--- src/rtl/mips_pkg.sv ---
// ============================================================================
// Module : mips_pkg
// Shared fetch-state encoding, MIPS opcodes and instruction field positions.
// Rev    : 1.0  initial release
// ============================================================================
`default_nettype none

package mips_pkg;

  typedef enum logic [1:0] {
    ST_BOOT  = 2'd0,
    ST_FETCH = 2'd1,
    ST_ISSUE = 2'd2,
    ST_FAULT = 2'd3
  } fetch_state_e;

  localparam logic [5:0] OP_RTYPE = 6'd0;
  localparam logic [5:0] OP_J     = 6'd2;
  localparam logic [5:0] OP_JAL   = 6'd3;
  localparam logic [5:0] OP_BEQ   = 6'd4;
  localparam logic [5:0] OP_BNE   = 6'd5;
  localparam logic [5:0] OP_LW    = 6'd35;
  localparam logic [5:0] OP_SW    = 6'd43;

  localparam int OPCODE_MSB = 31;
  localparam int OPCODE_LSB = 26;
  localparam int TARGET_MSB = 25;
  localparam int TARGET_LSB = 0;
  localparam int IMM_MSB    = 15;
  localparam int IMM_LSB    = 0;

  localparam int TIMEOUT_W  = 8;

  // Word offset of a branch immediate, sign-extended to a byte displacement.
  function automatic logic [31:0] branch_offset(input logic [15:0] imm);
    return {{14{imm[15]}}, imm, 2'b00};
  endfunction

endpackage

`default_nettype wire

--- src/rtl/fetch_unit_if.sv ---
// ============================================================================
// Module : fetch_unit_if
// Instruction-memory req/ack handshake between the fetch unit and memory.
// Rev    : 1.0  initial release
// ============================================================================
`default_nettype none

interface fetch_unit_if;
  logic        Imem_Req;
  logic [31:0] Imem_Addr;
  logic        Imem_Ack;
  logic [31:0] Imem_Data;

  modport master (
    output Imem_Req,
    output Imem_Addr,
    input  Imem_Ack,
    input  Imem_Data
  );

  modport slave (
    input  Imem_Req,
    input  Imem_Addr,
    output Imem_Ack,
    output Imem_Data
  );
endinterface

`default_nettype wire

--- src/rtl/fetch_unit_next_pc_calc.sv ---
// ============================================================================
// Module : next_pc_calc
// Combinational next-PC selection: jump, taken branch, or fall-through.
// Rev    : 1.0  initial release
// ============================================================================
`default_nettype none

module next_pc_calc
  import mips_pkg::*;
(
  input  wire  [31:0]                 PC_Plus_4,
  input  wire  [TARGET_MSB:TARGET_LSB] Inst_Fields,
  input  wire                         Branch,
  input  wire                         Branch_Not_Equal,
  input  wire                         Jump,
  input  wire                         Zero,
  output logic [31:0]                 Next_PC
);

  logic        w_taken;
  logic [31:0] w_jump_target;
  logic [31:0] w_branch_target;

  // Both branch controls together are treated as always taken.
  assign w_taken         = (Branch & Zero) | (Branch_Not_Equal & ~Zero);
  assign w_jump_target   = {PC_Plus_4[31:28], Inst_Fields, 2'b00};
  assign w_branch_target = PC_Plus_4 + branch_offset(Inst_Fields[IMM_MSB:IMM_LSB]);

  always_comb begin
    Next_PC = PC_Plus_4;
    if (Jump)
      Next_PC = w_jump_target;
    else if (w_taken)
      Next_PC = w_branch_target;
  end

endmodule

`default_nettype wire

--- src/rtl/fetch_unit.sv ---
// ============================================================================
// Module : fetch_unit
// PC owner: fetches over req/ack, issues one instruction, resolves next PC.
// Rev    : 1.0  initial release
// ============================================================================
`default_nettype none

module fetch_unit
  import mips_pkg::*;
#(
  parameter logic [31:0] RESET_PC      = 32'h0000_0000,
  parameter int unsigned FETCH_TIMEOUT = 255
)(
  input  wire          clk,
  input  wire          reset_n,
  fetch_unit_if.master imem,
  input  wire          Stall,
  input  wire          Branch,
  input  wire          Branch_Not_Equal,
  input  wire          Jump,
  input  wire          Zero,
  output logic [31:0]  Inst,
  output logic         Inst_Valid,
  output logic [31:0]  PC,
  output logic [31:0]  PC_Plus_4,
  output logic [31:0]  Retired_Count,
  output logic         Fetch_Fault
);

  localparam logic [TIMEOUT_W-1:0] TIMEOUT_LIMIT = TIMEOUT_W'(FETCH_TIMEOUT);

  if (RESET_PC[1:0] != 2'b00) begin : g_bad_reset_pc
    $error("fetch_unit: RESET_PC must be word aligned");
  end

  if ((FETCH_TIMEOUT < 1) || (FETCH_TIMEOUT > 255)) begin : g_bad_timeout
    $error("fetch_unit: FETCH_TIMEOUT must be in 1..255");
  end

  fetch_state_e         r_state;
  logic [31:0]          r_pc;
  logic [31:0]          r_inst;
  logic [31:0]          r_retired;
  logic                 r_fault;
  logic [TIMEOUT_W-1:0] r_wait_cnt;

  logic [31:0]          w_pc_plus_4;
  logic [31:0]          w_next_pc;
  logic [TIMEOUT_W-1:0] w_wait_cnt_inc;

  assign w_pc_plus_4    = r_pc + 32'd4;
  assign w_wait_cnt_inc = r_wait_cnt + {{(TIMEOUT_W-1){1'b0}}, 1'b1};

  next_pc_calc u_next_pc (
    .PC_Plus_4        (w_pc_plus_4),
    .Inst_Fields      (r_inst[TARGET_MSB:TARGET_LSB]),
    .Branch           (Branch),
    .Branch_Not_Equal (Branch_Not_Equal),
    .Jump             (Jump),
    .Zero             (Zero),
    .Next_PC          (w_next_pc)
  );

  // Ack is only looked at in FETCH, so a late ack from before reset is dropped.
  always_ff @(posedge clk or negedge reset_n) begin
    if (!reset_n) begin
      r_state    <= ST_BOOT;
      r_pc       <= RESET_PC;
      r_inst     <= '0;
      r_retired  <= '0;
      r_fault    <= 1'b0;
      r_wait_cnt <= '0;
    end else begin
      case (r_state)
        ST_BOOT: begin
          r_state <= ST_FETCH;
        end
        ST_FETCH: begin
          if (imem.Imem_Ack) begin
            r_inst     <= imem.Imem_Data;
            r_wait_cnt <= '0;
            r_state    <= ST_ISSUE;
          end else begin
            r_wait_cnt <= w_wait_cnt_inc;
            if (w_wait_cnt_inc == TIMEOUT_LIMIT) begin
              r_fault <= 1'b1;
              r_state <= ST_FAULT;
            end
          end
        end
        ST_ISSUE: begin
          if (!Stall) begin
            r_pc      <= w_next_pc;
            r_retired <= r_retired + 32'd1;
            r_state   <= ST_FETCH;
          end
        end
        default: begin
          r_state <= ST_FAULT;
        end
      endcase
    end
  end

  assign imem.Imem_Req  = (r_state == ST_FETCH);
  assign imem.Imem_Addr = r_pc;

  assign Inst          = r_inst;
  assign Inst_Valid    = (r_state == ST_ISSUE);
  assign PC            = r_pc;
  assign PC_Plus_4     = w_pc_plus_4;
  assign Retired_Count = r_retired;
  assign Fetch_Fault   = r_fault;

endmodule

`default_nettype wire
--- src/flat_wrapper.sv ---
// flat-port wrapper written by rule: the top's interface ports become plain ports
module fetch_unit_flat import mips_pkg::*;
#(
  parameter logic [31:0] RESET_PC      = 32'h0000_0000,
  parameter int unsigned FETCH_TIMEOUT = 255
)
  (clk, reset_n, Stall, Branch, Branch_Not_Equal, Jump, Zero, Inst, Inst_Valid, PC, PC_Plus_4, Retired_Count, Fetch_Fault, imem_Imem_Req, imem_Imem_Addr, imem_Imem_Ack, imem_Imem_Data);
  fetch_unit_if imem_i ();
  input  wire clk;
  input  wire reset_n;
  input  wire Stall;
  input  wire Branch;
  input  wire Branch_Not_Equal;
  input  wire Jump;
  input  wire Zero;
  output logic [31:0] Inst;
  output logic Inst_Valid;
  output logic [31:0] PC;
  output logic [31:0] PC_Plus_4;
  output logic [31:0] Retired_Count;
  output logic Fetch_Fault;
  output wire logic [$bits(imem_i.Imem_Req)-1:0] imem_Imem_Req;
  output wire logic [$bits(imem_i.Imem_Addr)-1:0] imem_Imem_Addr;
  input wire logic [$bits(imem_i.Imem_Ack)-1:0] imem_Imem_Ack;
  input wire logic [$bits(imem_i.Imem_Data)-1:0] imem_Imem_Data;
  assign imem_Imem_Req = imem_i.Imem_Req;
  assign imem_Imem_Addr = imem_i.Imem_Addr;
  assign imem_i.Imem_Ack = imem_Imem_Ack;
  assign imem_i.Imem_Data = imem_Imem_Data;
  fetch_unit #(.RESET_PC(RESET_PC), .FETCH_TIMEOUT(FETCH_TIMEOUT)) u_core (.clk(clk), .reset_n(reset_n), .imem(imem_i), .Stall(Stall), .Branch(Branch), .Branch_Not_Equal(Branch_Not_Equal), .Jump(Jump), .Zero(Zero), .Inst(Inst), .Inst_Valid(Inst_Valid), .PC(PC), .PC_Plus_4(PC_Plus_4), .Retired_Count(Retired_Count), .Fetch_Fault(Fetch_Fault));
endmodule
--- config.mk ---
export PLATFORM = sky130hd
export DESIGN_NAME = fetch_unit_flat
export DESIGN_NICKNAME = d
export VERILOG_FILES = /design/src/rtl/mips_pkg.sv /design/src/rtl/fetch_unit_if.sv /design/src/rtl/fetch_unit_next_pc_calc.sv /design/src/rtl/fetch_unit.sv /design/src/flat_wrapper.sv
export SDC_FILE = /design/constraint.sdc
export NUM_CORES = 1
export LEC_CHECK = 0
export ABC_AREA = 1
export CORE_MARGIN = 10
export CORE_UTILIZATION = 33
export DETAILED_ROUTE_END_ITERATION = 7
export GPL_TIMING_DRIVEN = 0
export PLACE_DENSITY_LB_ADDON = 0.3
export SETUP_SLACK_MARGIN = 0.15
export SYNTH_ARGS = -nofsm -noshare
export SYNTH_HDL_FRONTEND = slang
export SYNTH_SLANG_ARGS = --single-unit
export TNS_END_PERCENT = 30
--- constraint.sdc ---
create_clock -name clk -period 3.43 [get_ports clk]
set_input_delay 0.686 -clock clk [delete_from_list [all_inputs] [get_ports clk]]
set_output_delay 0.686 -clock clk [all_outputs]
set_load 0.01 [all_outputs]
---- After elaboration in Yosys (flattened, before gate mapping) ----
Cells that the tools add are included.
word-level totals
  flip-flop bits (word level) ............. 107
  output and inout bits ................... 163
  word-level logic and storage cells ...... 33
cells by class
  $add $sub $neg .......................... 4
  equality and inequality tests ........... 5
  mux-type cells .......................... 7
  bitwise logic cells ..................... 6
  reduce and logical (&&, ||, !) cells .... 5
operators with widths
  operator                 count
  $mux W32                 2
  $add A32 B1 Y32 const B  1
  $add A32 B3 Y32 const B  1
  $add A32 B32 Y32         1
  $add A8 B1 Y8 const B    1
  $eq A8 B8 Y1 const B     1
  $mux W8                  1
  $mux W2                  3
  $pmux W2 S3              1
  $reduce_and A2 Y1        3
  $ne A3 B1 Y1 const B     1
  $not A1 Y1               3
  $reduce_and A3 Y1        1
  $and A1 B1 Y1            2
  $eq A2 B1 Y1 const B     1
  $eq A2 B2 Y1 const B     1
  $logic_not A2 Y1         1
  $ne A2 B2 Y1 const B     1
  $or A1 B1 Y1             1

---- Logic depth before layout (Yosys ltp) ----
Gate-level depths: netlist of the first run.
  depth in word-level cells ............... 5
  depth in mapped cells ................... 24

---- Hierarchy ----
From an unflattened synthesis of the first run, not the netlist that was laid out.
second synthesis, totals
  cells, all modules ...................... 1306
  area, all modules ....................... 8739.6 um^2
by module, submodules not included
  module        instances  cells an instance  area an instance (um^2)  sequential area each (um^2)
  fetch_unit    1          752                6023.3                   2677.6
  next_pc_calc  1          554                2716.4                   0.0

---- Least setup slack after synthesis of the first run ----
Ideal clock, no wire load.
  path kind ............................... flip-flop to flip-flop
  from .................................... register u_core.r_pc[2] (netlist: u_core.PC[2])
  to ...................................... register u_core.r_pc[30] (netlist: u_core.PC[30])
  arrival time ............................ 2.610 ns
  data required time ...................... 3.314 ns
  slack ................................... 0.704 ns
  cell stages (with the launch flop) ...... 21
  path buffers ............................ 0
  period minus slack after synthesis ...... 2.726 ns
  cell sequence ........................... dfrtp_1 ha_1 inv_1 nor2_1 nand2_1 nor2_1 nand3_1 nor2_1 nand2_1 nand2_1 nand2_1 ha_1 nand2_1 nor2_1 nand2_1 nor4_1 nand2_1 nand3_1 nand3_1 nand2_1 nand2_1
on the way
  cells in the longest elaborated chain, start to end .. 4
ends and longest elaborated chain
  element                 line                           RTL
  from (decl)             fetch_unit.sv:41               logic [31:0] r_pc;
  from (signal assigned)  fetch_unit.sv:93               r_pc <= w_next_pc;
  $add A32 B3 Y32         fetch_unit.sv:51               assign w_pc_plus_4 = r_pc + 32'd4;
  via PC_Plus_4[28]       flat_wrapper.sv:19             output logic [31:0] PC_Plus_4;
  $add A32 B32 Y32        fetch_unit_next_pc_calc.sv:27  assign w_branch_target = PC_Plus_4 + branch_offset(Inst_Fields[IMM_MSB:IMM_LSB]);
  $mux W32                fetch_unit_next_pc_calc.sv:33  else if (w_taken)
  $mux W32                fetch_unit_next_pc_calc.sv:31  if (Jump)
The timed path passes the listed nets, and every way through them passes these cells.
A chain may end at the register's enable or synchronous reset.

---- Worst setup path in the final report of the first run ----
  from .................................... register u_core.r_pc[3] (netlist: u_core.PC[3])
  to ...................................... output PC_Plus_4[28]
on the way
  cells in the longest elaborated chain, start to end .. 1
ends and longest elaborated chain
  element          line
  $add A32 B3 Y32  fetch_unit.sv:51
  to (decl)        flat_wrapper.sv:19
Every way passes these cells.

==> metrics, run 1 <==
status completed; final hold vios 0; Design Area, Final 0.0112 mm2; worst clock skew 0.0113 ns; GPL Wtd Cong 0.937; GRT Total Usage 18.7%; CP max stage cell clkdlybuf4s50_1; mapped cell area 0.00835 mm2; Fin Hold WS 0.451 ns; HPWL Detailed 24,500 um; antenna violations before repair 2; Synth Area per Inst 6.99 um2; Slew Viols, Final 0; core area 0.0250 mm2; CP Cell Sequence ha_1 > inv_1 > nor2_1 > nand2_1 > nor2_4 > nand3_1 > nor2_1 > nand3_1 > nand2_2 > clkdlybuf4s50_1; vias in the first global route 8,371; worst-path maximum fanout 5; mux cell area share after synthesis 3.91%; Worst Setup Start Kind flip-flop; crit-path max cell delay 0.57 ns; Num CTS Buffers 9; vias per std cell 4.86; fillcell total 2,572; ant diodes 0; Synth Area in XOR/XNOR 5.86%; register area share after synthesis 31.5%; Finished Layout Cells 1,749; final net count 1,495; setup ws final 0.186 ns; CTS Root Cell clkbuf_16; flop and latch count out of synthesis 105; Post-Synth Simple-Gate Area 31.5%; total wire length 30,300 um; TritonCTS Sinks 105; Via Count 8,508; placed instance area 0.0108 mm2; CTS tree done; largest family of logic cells by synthesized area simple AND/OR/NAND/NOR gates; PortBufs 196; Distinct cells, synth 46; Crit path arrival time 2.56 ns; CP Capture Type output port; Peak VDD IR 397 uV; first-pass GRT wire length 46,600 um; total leakage power 0.00554 uW; synth warn 0; adder-cell share of the synthesized area 6.23%; # DRC 0; DRT iter0 DRCs 602; Post-synth EDFFs 0; I/O pin count 203; # placed instances 1,727; H-tree Lvls 3; Synth Area in Compound Gates 9.11%; slew margin rel. 29.6%; post-place setup slack -0.00971 ns; minimum clock period 3.24 ns; RSZ-0062 raised after global routing true; Slew @ Worst Pin 1.06 ns; Reg clk slew, reported paths 0.07 ns; PwrDens 946 mW/mm2; largest net degree at the start of global routing 64; Synth Instances 1,195; initial core utilization 33.4%; area grow syn2layout 34.4%; remaining antenna violation count after routing 0; HP Class input port to asynchronous set/reset pin; Max-cap violations 0; asr flop ratio synth 100%; Max clock buf depth 2; Die Area 0.0321 mm2; Worst Path Required 2.74 ns; DRT Pass-1 Iters 7; post-layout util 44.9%; main flop type after synthesis dfrtp_1; max frequency 308 MHz; die span in x 179 um; layout cell share with drive strength beyond 1 10.9%; # setup viols final 0; Tcrit/Tclk final 94.6%; WL per Instance 17.3 um; later-pin clock latency in the skew report 0.37 ns; Rows 58; GRT overflow 0; Die H 179 um; WS Path Type flip-flop to output port
==> placed cells by master, fill, tap and decap left out, types with 4 or more instances in the layout <==
cell type,n
dfrtp_1,91
buf_4,44
or2_2,7
clkbuf_16,9
conb_1,6
nand2_1,346
nand3_1,65
nor3_1,20
nand4_1,22
nand2_2,7
nor2_4,8
clkdlybuf4s50_1,195
buf_2,4
clkbuf_8,4
o21bai_1,7
a21boi_0,4
ha_1,37
o21ai_0,40
nor2_1,92
nand3b_1,11
mux2_2,29
xnor2_1,14
nor2_2,7
a22oi_1,4
o22ai_1,5
dfrtp_2,14
a21oi_1,65
inv_1,172
xor2_1,37
clkbuf_1,11
==> cell usage after synthesis, drive strengths merged, types with 2 or more instances <==
cell	count	area, um2
a21oi	66	330
mux2	29	327
ha	40	500
nand3b	11	82.6
nand4	22	138
buf	42	302
or2	7	43.8
o21ai	40	200
clkbuf	11	41.3
inv	173	649
nor3	22	120
a32oi	2	17.5
a22oi	4	30.0
nand2	355	1360
o22ai	5	31.3
xor2	40	350
nor2	109	494
o21bai	7	52.6
o21a	2	15.0
nor4	4	25.0
and2	2	12.5
dfrtp	105	2630
a21boi	6	45.0
xnor2	15	139
nand3	67	345
==> state kept, by name, indices dropped and copies added, names as in the netlist <==
register	count
u_core.Fetch_Fault	1
u_core.Inst	32
u_core.PC	30
u_core.Retired_Count	32
u_core.r_state	2
u_core.r_wait_cnt	8
==> where the power goes <==
part / leakage [uW] / internal (uW) / switching (uW)
clock: 0.000152 / 575 / 500
combinational: 0.00411 / 3180 / 4010
sequential: 0.00127 / 1660 / 704
total: 0.00554 / 5410 / 5220
==> critical path, delay by kind of cell (launching register included) <==
| family | cells | cell delay, ns |
|---|---|---|
| AND/OR/NAND/NOR | 7 | 1.00 |
| buffers and inverters | 2 | 0.62 |
| adder cells (fa/ha/maj) | 1 | 0.17 |
| flip-flops | 1 | 0.41 |
==> final cells by class <==
type / count / area, um2 / share of cell area, %
Sequential cell: 105 / 2650 / 23.5
Tap cell: 330 / 413 / 3.68
Clock buffer: 13 / 280 / 2.50
Buffer: 53 / 343 / 3.05
Inverter: 174 / 653 / 5.81
Multi-Input combinational cell: 868 / 4840 / 43.1
Timing Repair Buffer: 203 / 2030 / 18.1
Clock inverter: 3 / 22.5 / 0.201
==> path summary, 6_finish.rpt <==
kind | start | end | slack [ns] | cells after the start
setup reg to reg | u_core.PC[2]$_DFFE_PN0P_ | u_core.PC[30]$_DFFE_PN0P_ | 0.26 | 18
max in group asynchronous | reset_n | u_core.PC[15]$_DFFE_PN0P_ | 2.24 | 2
hold / removal | reset_n | u_core.Retired_Count[31]$_DFFE_PN0P_ | 0.45 | 1
min in group clk | u_core.Retired_Count[31]$_DFFE_PN0P_ | u_core.Retired_Count[31]$_DFFE_PN0P_ | 0.48 | 1
hold reg to reg | u_core.Retired_Count[31]$_DFFE_PN0P_ | u_core.Retired_Count[31]$_DFFE_PN0P_ | 0.48 | 1
setup / recovery | u_core.PC[3]$_DFFE_PN0P_ | PC_Plus_4[28] | 0.19 | 10
==> cell families after synthesis <==
family	count (synthesis)
mux	29
simple gates	600
flops	105
other cells	1
xor+xnor	55
buf+inv	227
compound gates	137
fa+ha+maj	41
==> timing repair <==
item,CTS,global route
endpoints found under the setup margin,17,25
cloned,0,0
setup buffers,1,5
pin swaps,0,0
hold buffers,0,0
gates resized for setup,7,25
==> metrics by stage <==
step,setup TNS [ns],total power (uW)
detailed placement,-0.00971,9340
CTS,0,10500
floorplan,0,6390
global placement,-279.26,9240
finish,0,10600
global route,0,11600
==> per-layer routing <==
metal	GRT usage [%]	up-vias	routed length, um
met1	23.1	3992	12900
met2	31.9	269	14500
met5	0	-	12
met3	4.49	28	2440
li1	-	4217	-
met4	5.23	2	534
Power figures use the tool's default switching activity.
==> inputs of run 2 (changes only) <==
--- a/config.mk
+++ b/config.mk
@@ -5,13 +5,13 @@
 export SDC_FILE = /design/constraint.sdc
 export NUM_CORES = 1
 export LEC_CHECK = 0
-export ABC_AREA = 1
 export CORE_MARGIN = 10
 export CORE_UTILIZATION = 33
 export DETAILED_ROUTE_END_ITERATION = 7
 export GPL_TIMING_DRIVEN = 0
 export PLACE_DENSITY_LB_ADDON = 0.3
 export SETUP_SLACK_MARGIN = 0.15
+export SKIP_CTS_REPAIR_TIMING = 1
 export SYNTH_ARGS = -nofsm -noshare
 export SYNTH_HDL_FRONTEND = slang
 export SYNTH_SLANG_ARGS = --single-unit
==> run 2 against run 1 <==
Compared with the run above: the run now ends with negative setup slack left; first-iteration DRC count shrank 8.5%; largest power group unchanged; total power fell by 11%; flip-flop and latch count unchanged; clock power grew 4%; hold slack worse by 0.26 ns; wire length decreased by 15%; register-to-register slack worse by 0.28 ns; non-clock buffer count up 45; combinational power down 16%; sequential share of layout area up 0.53 points; count of clock-buffer cells in the layout fell by 4.
==> metrics, run 2 <==
Worst Path Required 3.70 ns (+0.96 ns); FF-to-FF setup slack -0.02 ns (-0.28 ns); Tcrit/Tclk final 101% (+6.1 points); asr flop ratio synth 100% (unchanged); # DRC 0 (unchanged); slew margin rel. 46.6% (+17 points); setup ws final -0.0243 ns (-0.210 ns); worst clock skew 0.0158 ns (+0.00445 ns); Crit path arrival time 3.73 ns (+1.17 ns); WS Path Type flip-flop to flip-flop; minimum clock period 3.45 ns (+0.210 ns); CP delay by family, top compound AO/OA/AOI/OAI gates; Synth Area in Compound Gates 15.5% (+6.4 points); Synth Area per Inst 9.17 um2 (+31%); Worst Setup SP u_core.PC[4]$_DFFE_PN0P_; HPWL Detailed 19,300 um (-21%); PortBufs 195 (-0.51%); antenna violations before repair 0 (-2); DRT Pass-1 Iters 5 (-2); main area contributors after synthesis dfrtp_1 (36%), ha_1 (6.8%), xnor2_1 (6.5%); max frequency 289 MHz (-6.1%); adder-cell share of the synthesized area 7.12% (+0.89 points); largest family of logic cells by synthesized area simple AND/OR/NAND/NOR gates; DRT iter0 DRCs 551 (-8.5%); CP max stage cell dfrtp_2; register area share after synthesis 36.0% (+4.5 points); most frequent cells in the layout clkdlybuf4s50_1 (181), nand2_1 (96), dfrtp_1 (90); status finished with violations; CP Cell Sequence nand4_4 > nor3_4 > buf_4 > nand3_2 > xnor2_2 > ha_1 > buf_2 > a21o_1 > a21o_1 > a21oi_2 > o211ai_1 > a21oi_2 > a31oi_1 > xor2_1 > and3_1 > o31ai_2; Reg clk slew, reported paths 0.10 ns (+0.03 ns); Via Count 6,847 (-20%); Rows 54 (-6.9%); flop and latch count out of synthesis 105 (unchanged); core area 0.0218 mm2 (-13%); most common cell in the netlist dfrtp_1; ant diodes 0 (unchanged); HP Class input port to asynchronous set/reset pin; Distinct cells, synth 73 (+59%); r2r worst-path depth 16 (-2); Post-Synth Simple-Gate Area 19.4% (-12 points); WL per Instance 19.2 um (+11%); post-place setup slack -0.455 ns (-0.446 ns); Fin Hold WS 0.186 ns (-0.265 ns); I/O pin count 203 (unchanged); Worst Setup Start Kind flip-flop; GRT overflow 0 (unchanged); Peak VDD IR 418 uV (+5.1%); layout cell share with drive strength beyond 1 25.4% (+14 points); commonest non-fill, non-tap cell in the layout clkdlybuf4s50_1; mapped cell area 0.00731 mm2 (-13%); die span in x 169 um (-5.8%); Slew @ Worst Pin 0.798 ns (-0.258 ns); GRT Total Usage 17.1% (-1.6 points); remaining antenna violation count after routing 0 (unchanged); synth warn 0 (unchanged); Die Area 0.0285 mm2 (-11%); mux cell area share after synthesis 5.79% (+1.9 points); RSZ-0062 raised after global routing true; crit-path max cell delay 0.46 ns (-0.11 ns); reg2reg end u_core.PC[31]$_DFFE_PN0P_; r2r startpoint u_core.PC[4]$_DFFE_PN0P_; TritonCTS Sinks 105 (unchanged); Post-synth EDFFs 0 (unchanged); Num CTS Buffers 9 (unchanged); Max-cap violations 0 (unchanged); initial core utilization 33.5% (+0.11 points); PwrDens 856 mW/mm2 (-9.5%); main flop type after synthesis dfrtp_1; CTS tree done; vias in the first global route 6,853 (-18%); vias per std cell 5.13 (+5.4%); total wire length 25,700 um (-15%); GPL Wtd Cong 0.912 (-2.6%); Synth top cells by count dfrtp_1 (105), nand2_1 (103), xnor2_1 (54), a21oi_1 (49); largest net degree at the start of global routing 77 (+20%); Critical Path Stages 16 (+6); # setup viols final 2 (+2); later-pin clock latency in the skew report 0.37 ns (about the same); total leakage power 0.00488 uW (-12%); Die H 169 um (-5.8%); final net count 1,132 (-24%); CP bufs+invs 2 (unchanged); share of the synthesized area in the top cell type 36.0% (+4.5 points); failing checks negative setup slack; CTS Root Cell clkbuf_16; Synth Area in XOR/XNOR 10.4% (+4.5 points); worst-path maximum fanout 8 (+3); final hold vios 0 (unchanged); area grow syn2layout 50.4%; dominant cell type by area after synthesis dfrtp_1; H-tree Lvls 3 (unchanged); Max clock buf depth 2 (unchanged); first-pass GRT wire length 39,200 um (-16%); Synth Instances 797 (-33%); CP Capture Type flip-flop; worst setup path end u_core.PC[31]$_DFFE_PN0P_; Slew Viols, Final 0 (unchanged)
-- run 2: stage by stage --
step	TNS [ns]	util [%]	total power [uW]	cells	area (um2)
5_1_grt	-1.23	50.4	10000	1336	11000
3_5_place_dp	-3.85	44.5	7300	1278	9700
3_3_place_gp	-293.17	44.3	7280	1277	9680
2_1_floorplan	0	-	5040	802	7370
6_report	-0.0288	50.4	9410	1336	11000
4_1_cts	-7.90	45.9	8470	1294	10000
-- run 2: where the power goes --
group	switching [uW]	internal, uW	total, uW	leakage (uW)
combinational	2870	3150	6020	0.00342
clock	588	536	1120	0.000156
sequential	674	1590	2260	0.00131
-- run 2: worst min path at each step --
stage / startpoint / endpoint / slack, ns / depth (start not counted)
floorplan: reset_n / u_core.Fetch_Fault$_DFFE_PN0P_ / 0.39 / 0
global placement: u_core.Fetch_Fault$_DFFE_PN0P_ / u_core.Fetch_Fault$_DFFE_PN0P_ / 0.45 / 1
detailed placement: u_core.Fetch_Fault$_DFFE_PN0P_ / u_core.Fetch_Fault$_DFFE_PN0P_ / 0.45 / 1
CTS: reset_n / u_core.Inst[24]$_DFFE_PN0P_ / 0.19 / 1
global route: reset_n / u_core.Inst[31]$_DFFE_PN0P_ / 0.19 / 1
finish: reset_n / u_core.Inst[31]$_DFFE_PN0P_ / 0.19 / 1
-- run 2: cells by family after synthesis --
group / Yosys count
xor gates and xnor gates: 85
and+or+nand+nor: 271
adders and majority gates: 41
muxes: 38
DFF: 105
buffers and inverters: 75
other: 1
AOI/OAI and AO/OA: 181
-- run 2: area by class of cell --
cell class / instances / area, um2
Buffer: 63 / 392
Clock buffer: 9 / 225
Clock inverter: 7 / 96.3
Fill cell: 1975 / 10800
Inverter: 12 / 45.0
Multi-Input combinational cell: 622 / 4920
Sequential cell: 105 / 2650
Tap cell: 280 / 350
Timing Repair Buffer: 238 / 2320
-- run 2: metal layers --
metal / vias to the layer above / GRT usage [%] / share of wire [%] / routed length [um]
li1: 3304 / - / - / -
met1: 3278 / 21.4 / 42 / 10700
met2: 243 / 28.3 / 49 / 12500
met3: 22 / 5.65 / 8.2 / 2100
met4: 0 / 3.33 / 1.3 / 335
met5: - / 0 / 0 / 0
